File: src/rtl/writeback_unit_pkg.sv
// writeback_unit_pkg: shared widths, zero-register constant and writeback entry type.
package writeback_unit_pkg;
  localparam int XLEN = 32;
  localparam int NREG = 32;
  localparam int RAW = 5;
  typedef logic [RAW-1:0] reg_addr_t;
  localparam reg_addr_t ZERO_REG = '0;
  typedef struct packed {
    reg_addr_t rd;
    logic [XLEN-1:0] data;
  } wb_entry_t;
endpackage

File: src/rtl/writeback_unit_if.sv
// writeback_unit_if: ALU/LSU result, issue, register-file write, scoreboard and bypass signals.
interface writeback_unit_if #(parameter int XLEN = 32, parameter int NREG = 32);
  logic alu_valid;
  logic [4:0] alu_rd;
  logic [XLEN-1:0] alu_data;
  logic lsu_valid;
  logic lsu_ready;
  logic [4:0] lsu_rd;
  logic [XLEN-1:0] lsu_data;
  logic issue_valid;
  logic [4:0] issue_rd;
  logic rf_write;
  logic [4:0] rf_rd_addr;
  logic [XLEN-1:0] rf_rd_data;
  logic [NREG-1:0] busy;
  logic byp_valid;
  logic [4:0] byp_addr;
  logic [XLEN-1:0] byp_data;
  modport master (
    output alu_valid, alu_rd, alu_data, lsu_valid, lsu_rd, lsu_data, issue_valid, issue_rd,
    input lsu_ready, rf_write, rf_rd_addr, rf_rd_data, busy, byp_valid, byp_addr, byp_data
  );
  modport slave (
    input alu_valid, alu_rd, alu_data, lsu_valid, lsu_rd, lsu_data, issue_valid, issue_rd,
    output lsu_ready, rf_write, rf_rd_addr, rf_rd_data, busy, byp_valid, byp_addr, byp_data
  );
endinterface

File: src/rtl/writeback_unit_fifo.sv
// wb_result_fifo: synchronous FIFO of writeback entries with occupancy count.
module wb_result_fifo import writeback_unit_pkg::*; #(
  parameter int DEPTH = 2,
  localparam int AW = DEPTH > 1 ? $clog2(DEPTH) : 1,
  localparam int CW = $clog2(DEPTH + 1)
) (
  input  logic clk,
  input  logic rst_n,
  input  logic push,
  input  logic pop,
  input  wb_entry_t din,
  output wb_entry_t dout,
  output logic [CW-1:0] count
);
  wb_entry_t mem [DEPTH];
  logic [AW-1:0] wp, rp;
  assign dout = mem[rp];
  always_ff @(posedge clk)
    if (push) mem[wp] <= din;
  always_ff @(posedge clk or negedge rst_n)
    if (!rst_n) begin
      wp <= '0;
      rp <= '0;
      count <= '0;
    end else begin
      if (push) wp <= wp == AW'(DEPTH - 1) ? '0 : wp + 1'b1;
      if (pop) rp <= rp == AW'(DEPTH - 1) ? '0 : rp + 1'b1;
      count <= count + CW'(push) - CW'(pop);
    end
endmodule

File: src/rtl/writeback_unit.sv
// writeback_unit: arbitrates ALU/LSU results onto the register-file write port with a busy scoreboard.
// Optional bypass registers are built when WRITEBACK_BYPASS_EN is defined.
module writeback_unit import writeback_unit_pkg::*; #(
  parameter int XLEN = 32,
  parameter int NREG = 32,
  parameter int LSU_FIFO_DEPTH = 2
) (
  input logic clk,
  input logic rst_n,
  writeback_unit_if.slave bus
);
  localparam int CW = $clog2(LSU_FIFO_DEPTH + 1);
  logic alu_sel, lsu_acc, empty, push, pop, wr;
  logic [CW-1:0] count;
  wb_entry_t head, sel;
  logic [NREG-1:0] busy_nx;
  // Ready comes from the registered count only, so a push alongside a pop at full never overflows.
  assign bus.lsu_ready = count < CW'(LSU_FIFO_DEPTH);
  assign empty = count == '0;
  assign alu_sel = bus.alu_valid && bus.alu_rd != ZERO_REG;
  assign lsu_acc = bus.lsu_valid && bus.lsu_ready && bus.lsu_rd != ZERO_REG;
  assign pop = !alu_sel && !empty;
  assign push = lsu_acc && (alu_sel || !empty);
  assign wr = alu_sel || !empty || lsu_acc;
  always_comb
    sel = alu_sel ? wb_entry_t'{rd: bus.alu_rd, data: bus.alu_data}
        : !empty ? head : wb_entry_t'{rd: bus.lsu_rd, data: bus.lsu_data};
  wb_result_fifo #(.DEPTH(LSU_FIFO_DEPTH)) u_fifo (
    .clk(clk), .rst_n(rst_n), .push(push), .pop(pop),
    .din(wb_entry_t'{rd: bus.lsu_rd, data: bus.lsu_data}), .dout(head), .count(count)
  );
  always_ff @(posedge clk or negedge rst_n)
    if (!rst_n) begin
      bus.rf_write <= 1'b0;
      bus.rf_rd_addr <= '0;
      bus.rf_rd_data <= '0;
    end else begin
      bus.rf_write <= wr;
      if (wr) begin
        bus.rf_rd_addr <= sel.rd;
        bus.rf_rd_data <= sel.data;
      end
    end
  always_comb begin
    busy_nx = bus.busy;
    if (bus.rf_write) busy_nx[bus.rf_rd_addr] = 1'b0;
    if (bus.issue_valid && bus.issue_rd != ZERO_REG) busy_nx[bus.issue_rd] = 1'b1;
    busy_nx[0] = 1'b0;
  end
  always_ff @(posedge clk or negedge rst_n)
    if (!rst_n) bus.busy <= '0;
    else bus.busy <= busy_nx;
`ifdef WRITEBACK_BYPASS_EN
  always_ff @(posedge clk or negedge rst_n)
    if (!rst_n) begin
      bus.byp_valid <= 1'b0;
      bus.byp_addr <= '0;
      bus.byp_data <= '0;
    end else begin
      bus.byp_valid <= bus.rf_write;
      bus.byp_addr <= bus.rf_rd_addr;
      bus.byp_data <= bus.rf_rd_data;
    end
`else
  assign bus.byp_valid = 1'b0;
  assign bus.byp_addr = '0;
  assign bus.byp_data = '0;
`endif
  // Re-issuing to a register on its own commit edge is legal: the write retires as the new one issues.
  assert property (@(posedge clk) disable iff (!rst_n)
    !(bus.issue_valid && bus.issue_rd != ZERO_REG && bus.busy[bus.issue_rd] &&
      !(bus.rf_write && bus.rf_rd_addr == bus.issue_rd)))
    else $error("issue to busy destination register");
endmodule

File: src/flat_wrapper.sv
// flat-port wrapper written by rule: the top's interface ports become plain ports
module writeback_unit_flat import writeback_unit_pkg::*;
#(
  parameter int XLEN = 32,
  parameter int NREG = 32,
  parameter int LSU_FIFO_DEPTH = 2
)
  (clk, rst_n, bus_alu_valid, bus_alu_rd, bus_alu_data, bus_lsu_valid, bus_lsu_rd, bus_lsu_data, bus_issue_valid, bus_issue_rd, bus_lsu_ready, bus_rf_write, bus_rf_rd_addr, bus_rf_rd_data, bus_busy, bus_byp_valid, bus_byp_addr, bus_byp_data);
  writeback_unit_if #(.XLEN(XLEN), .NREG(NREG)) bus_i ();
  input logic clk;
  input logic rst_n;
  input wire logic [$bits(bus_i.alu_valid)-1:0] bus_alu_valid;
  input wire logic [$bits(bus_i.alu_rd)-1:0] bus_alu_rd;
  input wire logic [$bits(bus_i.alu_data)-1:0] bus_alu_data;
  input wire logic [$bits(bus_i.lsu_valid)-1:0] bus_lsu_valid;
  input wire logic [$bits(bus_i.lsu_rd)-1:0] bus_lsu_rd;
  input wire logic [$bits(bus_i.lsu_data)-1:0] bus_lsu_data;
  input wire logic [$bits(bus_i.issue_valid)-1:0] bus_issue_valid;
  input wire logic [$bits(bus_i.issue_rd)-1:0] bus_issue_rd;
  output wire logic [$bits(bus_i.lsu_ready)-1:0] bus_lsu_ready;
  output wire logic [$bits(bus_i.rf_write)-1:0] bus_rf_write;
  output wire logic [$bits(bus_i.rf_rd_addr)-1:0] bus_rf_rd_addr;
  output wire logic [$bits(bus_i.rf_rd_data)-1:0] bus_rf_rd_data;
  output wire logic [$bits(bus_i.busy)-1:0] bus_busy;
  output wire logic [$bits(bus_i.byp_valid)-1:0] bus_byp_valid;
  output wire logic [$bits(bus_i.byp_addr)-1:0] bus_byp_addr;
  output wire logic [$bits(bus_i.byp_data)-1:0] bus_byp_data;
  assign bus_i.alu_valid = bus_alu_valid;
  assign bus_i.alu_rd = bus_alu_rd;
  assign bus_i.alu_data = bus_alu_data;
  assign bus_i.lsu_valid = bus_lsu_valid;
  assign bus_i.lsu_rd = bus_lsu_rd;
  assign bus_i.lsu_data = bus_lsu_data;
  assign bus_i.issue_valid = bus_issue_valid;
  assign bus_i.issue_rd = bus_issue_rd;
  assign bus_lsu_ready = bus_i.lsu_ready;
  assign bus_rf_write = bus_i.rf_write;
  assign bus_rf_rd_addr = bus_i.rf_rd_addr;
  assign bus_rf_rd_data = bus_i.rf_rd_data;
  assign bus_busy = bus_i.busy;
  assign bus_byp_valid = bus_i.byp_valid;
  assign bus_byp_addr = bus_i.byp_addr;
  assign bus_byp_data = bus_i.byp_data;
  writeback_unit #(.XLEN(XLEN), .NREG(NREG), .LSU_FIFO_DEPTH(LSU_FIFO_DEPTH)) u_core (.clk(clk), .rst_n(rst_n), .bus(bus_i));
endmodule
File: config.mk
export PLATFORM = sky130hd
export DESIGN_NAME = writeback_unit_flat
export DESIGN_NICKNAME = d
export VERILOG_FILES = /design/src/rtl/writeback_unit_pkg.sv /design/src/rtl/writeback_unit_if.sv /design/src/rtl/writeback_unit_fifo.sv /design/src/rtl/writeback_unit.sv /design/src/flat_wrapper.sv
export SDC_FILE = /design/constraint.sdc
export NUM_CORES = 1
export LEC_CHECK = 0
export ABC_AREA = 1
export CORE_MARGIN = 5
export CORE_UTILIZATION = 48
export DETAILED_ROUTE_END_ITERATION = 6
export PLACE_DENSITY = 0.8
export SLEW_MARGIN = 20
export SYNTH_ARGS = -nofsm -noshare
export SYNTH_HDL_FRONTEND = slang
export SYNTH_SLANG_ARGS = --single-unit
File: constraint.sdc
create_clock -name clk -period 3.6 [get_ports clk]
set_input_delay 0.9 -clock clk [delete_from_list [all_inputs] [get_ports clk]]
set_output_delay 0.9 -clock clk [all_outputs]
set_load 0.1 [all_outputs]
==> results.rst <==
.. list-table::
   :header-rows: 1

   * - Metric
     - Value
   * - Final Skew
     - 0.00988 ns
   * - Reg-to-reg slack, setup
     - 0.67 ns
   * - Flop and latch count out of synthesis
     - 147
   * - Cells after Synth
     - 791
   * - Worst Hold Class
     - reg2reg
   * - Cell repeated most along the worst path
     - sky130_fd_sc_hd__nand2_1
   * - Y dimension of the die
     - 130 um
   * - Total die area
     - 17000 um^2
   * - Maximum capacitance violations
     - 0
   * - Number of nets in the layout
     - 1024
   * - Residual DRC
     - 0
   * - Fin. Hold Viols
     - 0
   * - Number of antenna violations at the first check in global routing
     - 0
   * - Root buffer selected by CTS
     - sky130_fd_sc_hd__clkbuf_16
   * - Share of post-route cells with drive strength above 1
     - 14.5%
   * - Ant diodes
     - 0
   * - Ys async rst share
     - 49.7%
   * - Clock latency on the worst-skew pair
     - 0.42 ns
   * - Total overflow reported by the global router
     - 0
   * - Buffer and inverter count on the worst path
     - 2
   * - Buffers on Ports
     - 153
   * - Maximum number of pins on one net before global-route repair
     - 74
   * - 1st-iter DRT viols
     - 337
   * - Buffers inserted by post-CTS timing repair
     - 0
   * - Depth of the CTS H-tree
     - 4
   * - CP max-delay cell
     - sky130_fd_sc_hd__or2_2
   * - Syn Std Cell Area
     - 6950 um^2
   * - Arr. time, crit path
     - 3.01 ns
   * - Worst endpoint required time
     - 3.69 ns
   * - Transition time of the tightest slew-check pin
     - 0.973 ns
   * - Setup TNS
     - 0 ns
   * - Yosys warns
     - 0
   * - Startpoint of the worst register-to-register path
     - u_core.u_fifo.count[1]
   * - Hold Path Origin
     - u_core.bus.rf_rd_data[9]
   * - Row cnt
     - 44
   * - Gate family responsible for the most delay along the worst path
     - simple AND/OR/NAND/NOR gates
   * - HPWL after DPL
     - 11400 um
   * - Highest cell delay on the worst timing path
     - 0.70 ns
   * - Post-route fraction of the period consumed by the critical path
     - 81.3%
   * - Hold depth
     - 2
   * - Floorplan core area
     - 14400 um^2
   * - Highest achievable clock rate
     - 342 MHz
   * - Cells taking the most area after synthesis
     - sky130_fd_sc_hd__edfxtp_1, sky130_fd_sc_hd__dfrtp_1, sky130_fd_sc_hd__nand2_1
   * - Destination of the worst register-to-register timing path
     - u_core.u_fifo.mem[1][10]
   * - Residual antenna-violating net count after detailed routing
     - 0
   * - Count leader, synth
     - sky130_fd_sc_hd__nand2_1
   * - Total global-route track usage
     - 20.4%
   * - Dominant register cell in the synthesized netlist
     - sky130_fd_sc_hd__edfxtp_1
   * - CP Capture Type
     - flip-flop
   * - Setup repair after global routing missed its margin
     - no
   * - Count of flip-flops with a built-in enable after synthesis
     - 74
   * - Area growth from synthesis to final layout
     - 27.6%
   * - Final-report max-slew violation count
     - 0
   * - Sequential cell area fraction in the yosys report
     - 58.2%
   * - Timing startpoint of the critical path
     - u_core.u_fifo.count[1]
   * - Outcome
     - finished clean
   * - Worst Path Class, Setup
     - reg2reg
   * - Clock slew at the register clock pins of the worst setup and hold paths
     - 0.06 ns
   * - Worst Setup Start Kind
     - flip-flop
   * - First-pass iteration count of the detailed router
     - 5
   * - Via count of the first global-routing pass
     - 5419
   * - First-pass GRT wire length
     - 26800 um
   * - Largest fanout of any net on the critical path
     - 41
   * - Routed wire length
     - 17200 um
   * - Count of cells along the worst register-to-register path
     - 6
   * - Clock tree from TritonCTS
     - yes
   * - Shortest period the worst path allows
     - 2.93 ns
   * - Biggest area consumer among synthesized cells
     - sky130_fd_sc_hd__edfxtp_1
   * - Headroom to the max-slew limit
     - 34.9%
   * - Number of distinct library cells after synthesis
     - 25
   * - Area fraction of the dominant cell type after synthesis
     - 32.0%
   * - Post-CTS Hold Buffers
     - 0
   * - Hold EP
     - u_core.bus.rf_rd_data[9]
   * - Boundary Pins
     - 193
   * - Initial Util
     - 48.4%
   * - Number of buffers added by the clock tree synthesis step
     - 17
   * - Final weighted congestion in routability-driven placement
     - 0.858
   * - Number of vias after detailed routing
     - 5539
   * - Drt wl/cell
     - 15.1 um
   * - Total setup violations reported at the end of the flow
     - 0
   * - Die span in x
     - 130 um
   * - Most common library cells after synthesis
     - sky130_fd_sc_hd__nand2_1, sky130_fd_sc_hd__edfxtp_1, sky130_fd_sc_hd__dfrtp_1, sky130_fd_sc_hd__o21ai_0, sky130_fd_sc_hd__buf_4
   * - Post-detailed-route via-to-cell ratio
     - 4.88
   * - Mapped Avg Cell Area
     - 8.79 um^2
   * - Sink count of the clock tree
     - 147
   * - Count of cells resized by post-cts repair
     - 0
   * - Critical-path cell list
     - or2_2 -> clkinv_4 -> nand2_1 -> nand2_1 -> nor2_4 -> buf_4
   * - Buffers from clock root to sink, at most
     - 2
-- worst max-delay path by stage --
stage / cells after the start / end
after floorplan: 6 / u_core.u_fifo.mem[1][0]
after global placement: 6 / u_core.u_fifo.mem[1][11]
after detailed placement: 6 / u_core.u_fifo.mem[1][12]
after CTS: 6 / u_core.u_fifo.mem[1][33]
after global routing: 6 / u_core.u_fifo.mem[1][23]
final: 6 / u_core.u_fifo.mem[1][10]
-- layer usage --
metal	global-route usage [%]	vias up	share of wire, %
met5	0	-	0
met4	8.71	0	2.7
met3	5.16	33	7.5
met2	33.9	210	49
li1	-	2750	-
met1	25.3	2546	41
-- sequential cells by signal, summed over array words and instances (netlist names) --
signal	count
u_core.u_fifo.mem	74
u_core.bus.rf_rd_data	32
u_core.bus.busy	31
u_core.bus.rf_rd_addr	5
u_core.u_fifo.count	2
u_core.bus.rf_write	1
u_core.u_fifo.rp	1
u_core.u_fifo.wp	1
-- cells by family after synthesis --
| logic type | count (synthesis) | share of synthesized area [%] |
|---|---|---|
| simple gates | 482 | 27.9 |
| compound gates | 71 | 5.15 |
| buf+inv | 88 | 8.33 |
| other cells | 1 | 0.0539 |
| xor+xnor | 1 | 0.126 |
| fa+ha+maj | 1 | 0.180 |
| flops | 147 | 58.2 |
-- worst register-to-register path, stage by stage, from the launching register on --
cell and delay [ns]:
sky130_fd_sc_hd__dfrtp_1 0.40, sky130_fd_sc_hd__or2_2 0.70, sky130_fd_sc_hd__clkinv_4 0.63, sky130_fd_sc_hd__nand2_1 0.25, sky130_fd_sc_hd__nand2_1 0.16, sky130_fd_sc_hd__nor2_4 0.12, sky130_fd_sc_hd__buf_4 0.33
-- final cells by class --
cell class / instances / area, um^2
inverters: 18 / 72.6
well taps: 184 / 230
flip-flops and latches: 147 / 4050
clock buffers: 25 / 561
repair buffers: 161 / 1440
fillers: 1223 / 5500
multi-input cells: 594 / 2480
clock inverters: 7 / 38.8
-- placed cells by master, fill, tap and decap left out, types with 2 or more instances in the layout --
cell                              Yosys  layout
sky130_fd_sc_hd__nand3b_1             2       2
sky130_fd_sc_hd__conb_1               1      39
sky130_fd_sc_hd__clkbuf_1             6       2
sky130_fd_sc_hd__inv_2                2       2
sky130_fd_sc_hd__clkdlybuf4s50_1      0      91
sky130_fd_sc_hd__inv_1               15      15
sky130_fd_sc_hd__clkbuf_8             0       2
sky130_fd_sc_hd__nor2_1              11       9
sky130_fd_sc_hd__o21ai_0             65      65
sky130_fd_sc_hd__dfrtp_1             73      73
sky130_fd_sc_hd__buf_4               39      70
sky130_fd_sc_hd__nor2_4               0       2
sky130_fd_sc_hd__clkinv_2             0       5
sky130_fd_sc_hd__clkbuf_16            0      21
sky130_fd_sc_hd__nand3_1             24      24
sky130_fd_sc_hd__o21ai_1              4       4
sky130_fd_sc_hd__nand2_2             31      31
sky130_fd_sc_hd__edfxtp_1            74      74
sky130_fd_sc_hd__nand2_1            411     411
-- metrics by stage --
step           setup slack (ns)  util [%]  cells  instance area (um^2)  hold WS, ns
2_1_floorplan             0.285         -    829                  7100        0.485
3_5_place_dp              0.648      57.6   1104                  8270        0.465
6_report                  0.673      61.7   1136                  8870        0.478
3_3_place_gp              0.717      57.6   1104                  8270        0.461
4_1_cts                   0.620      61.7   1136                  8870        0.482
5_1_grt                   0.422      61.7   1136                  8870        0.499
Power is not shown: default switching activity piles up to over one toggle a cycle in this logic, so the estimate is an artifact.
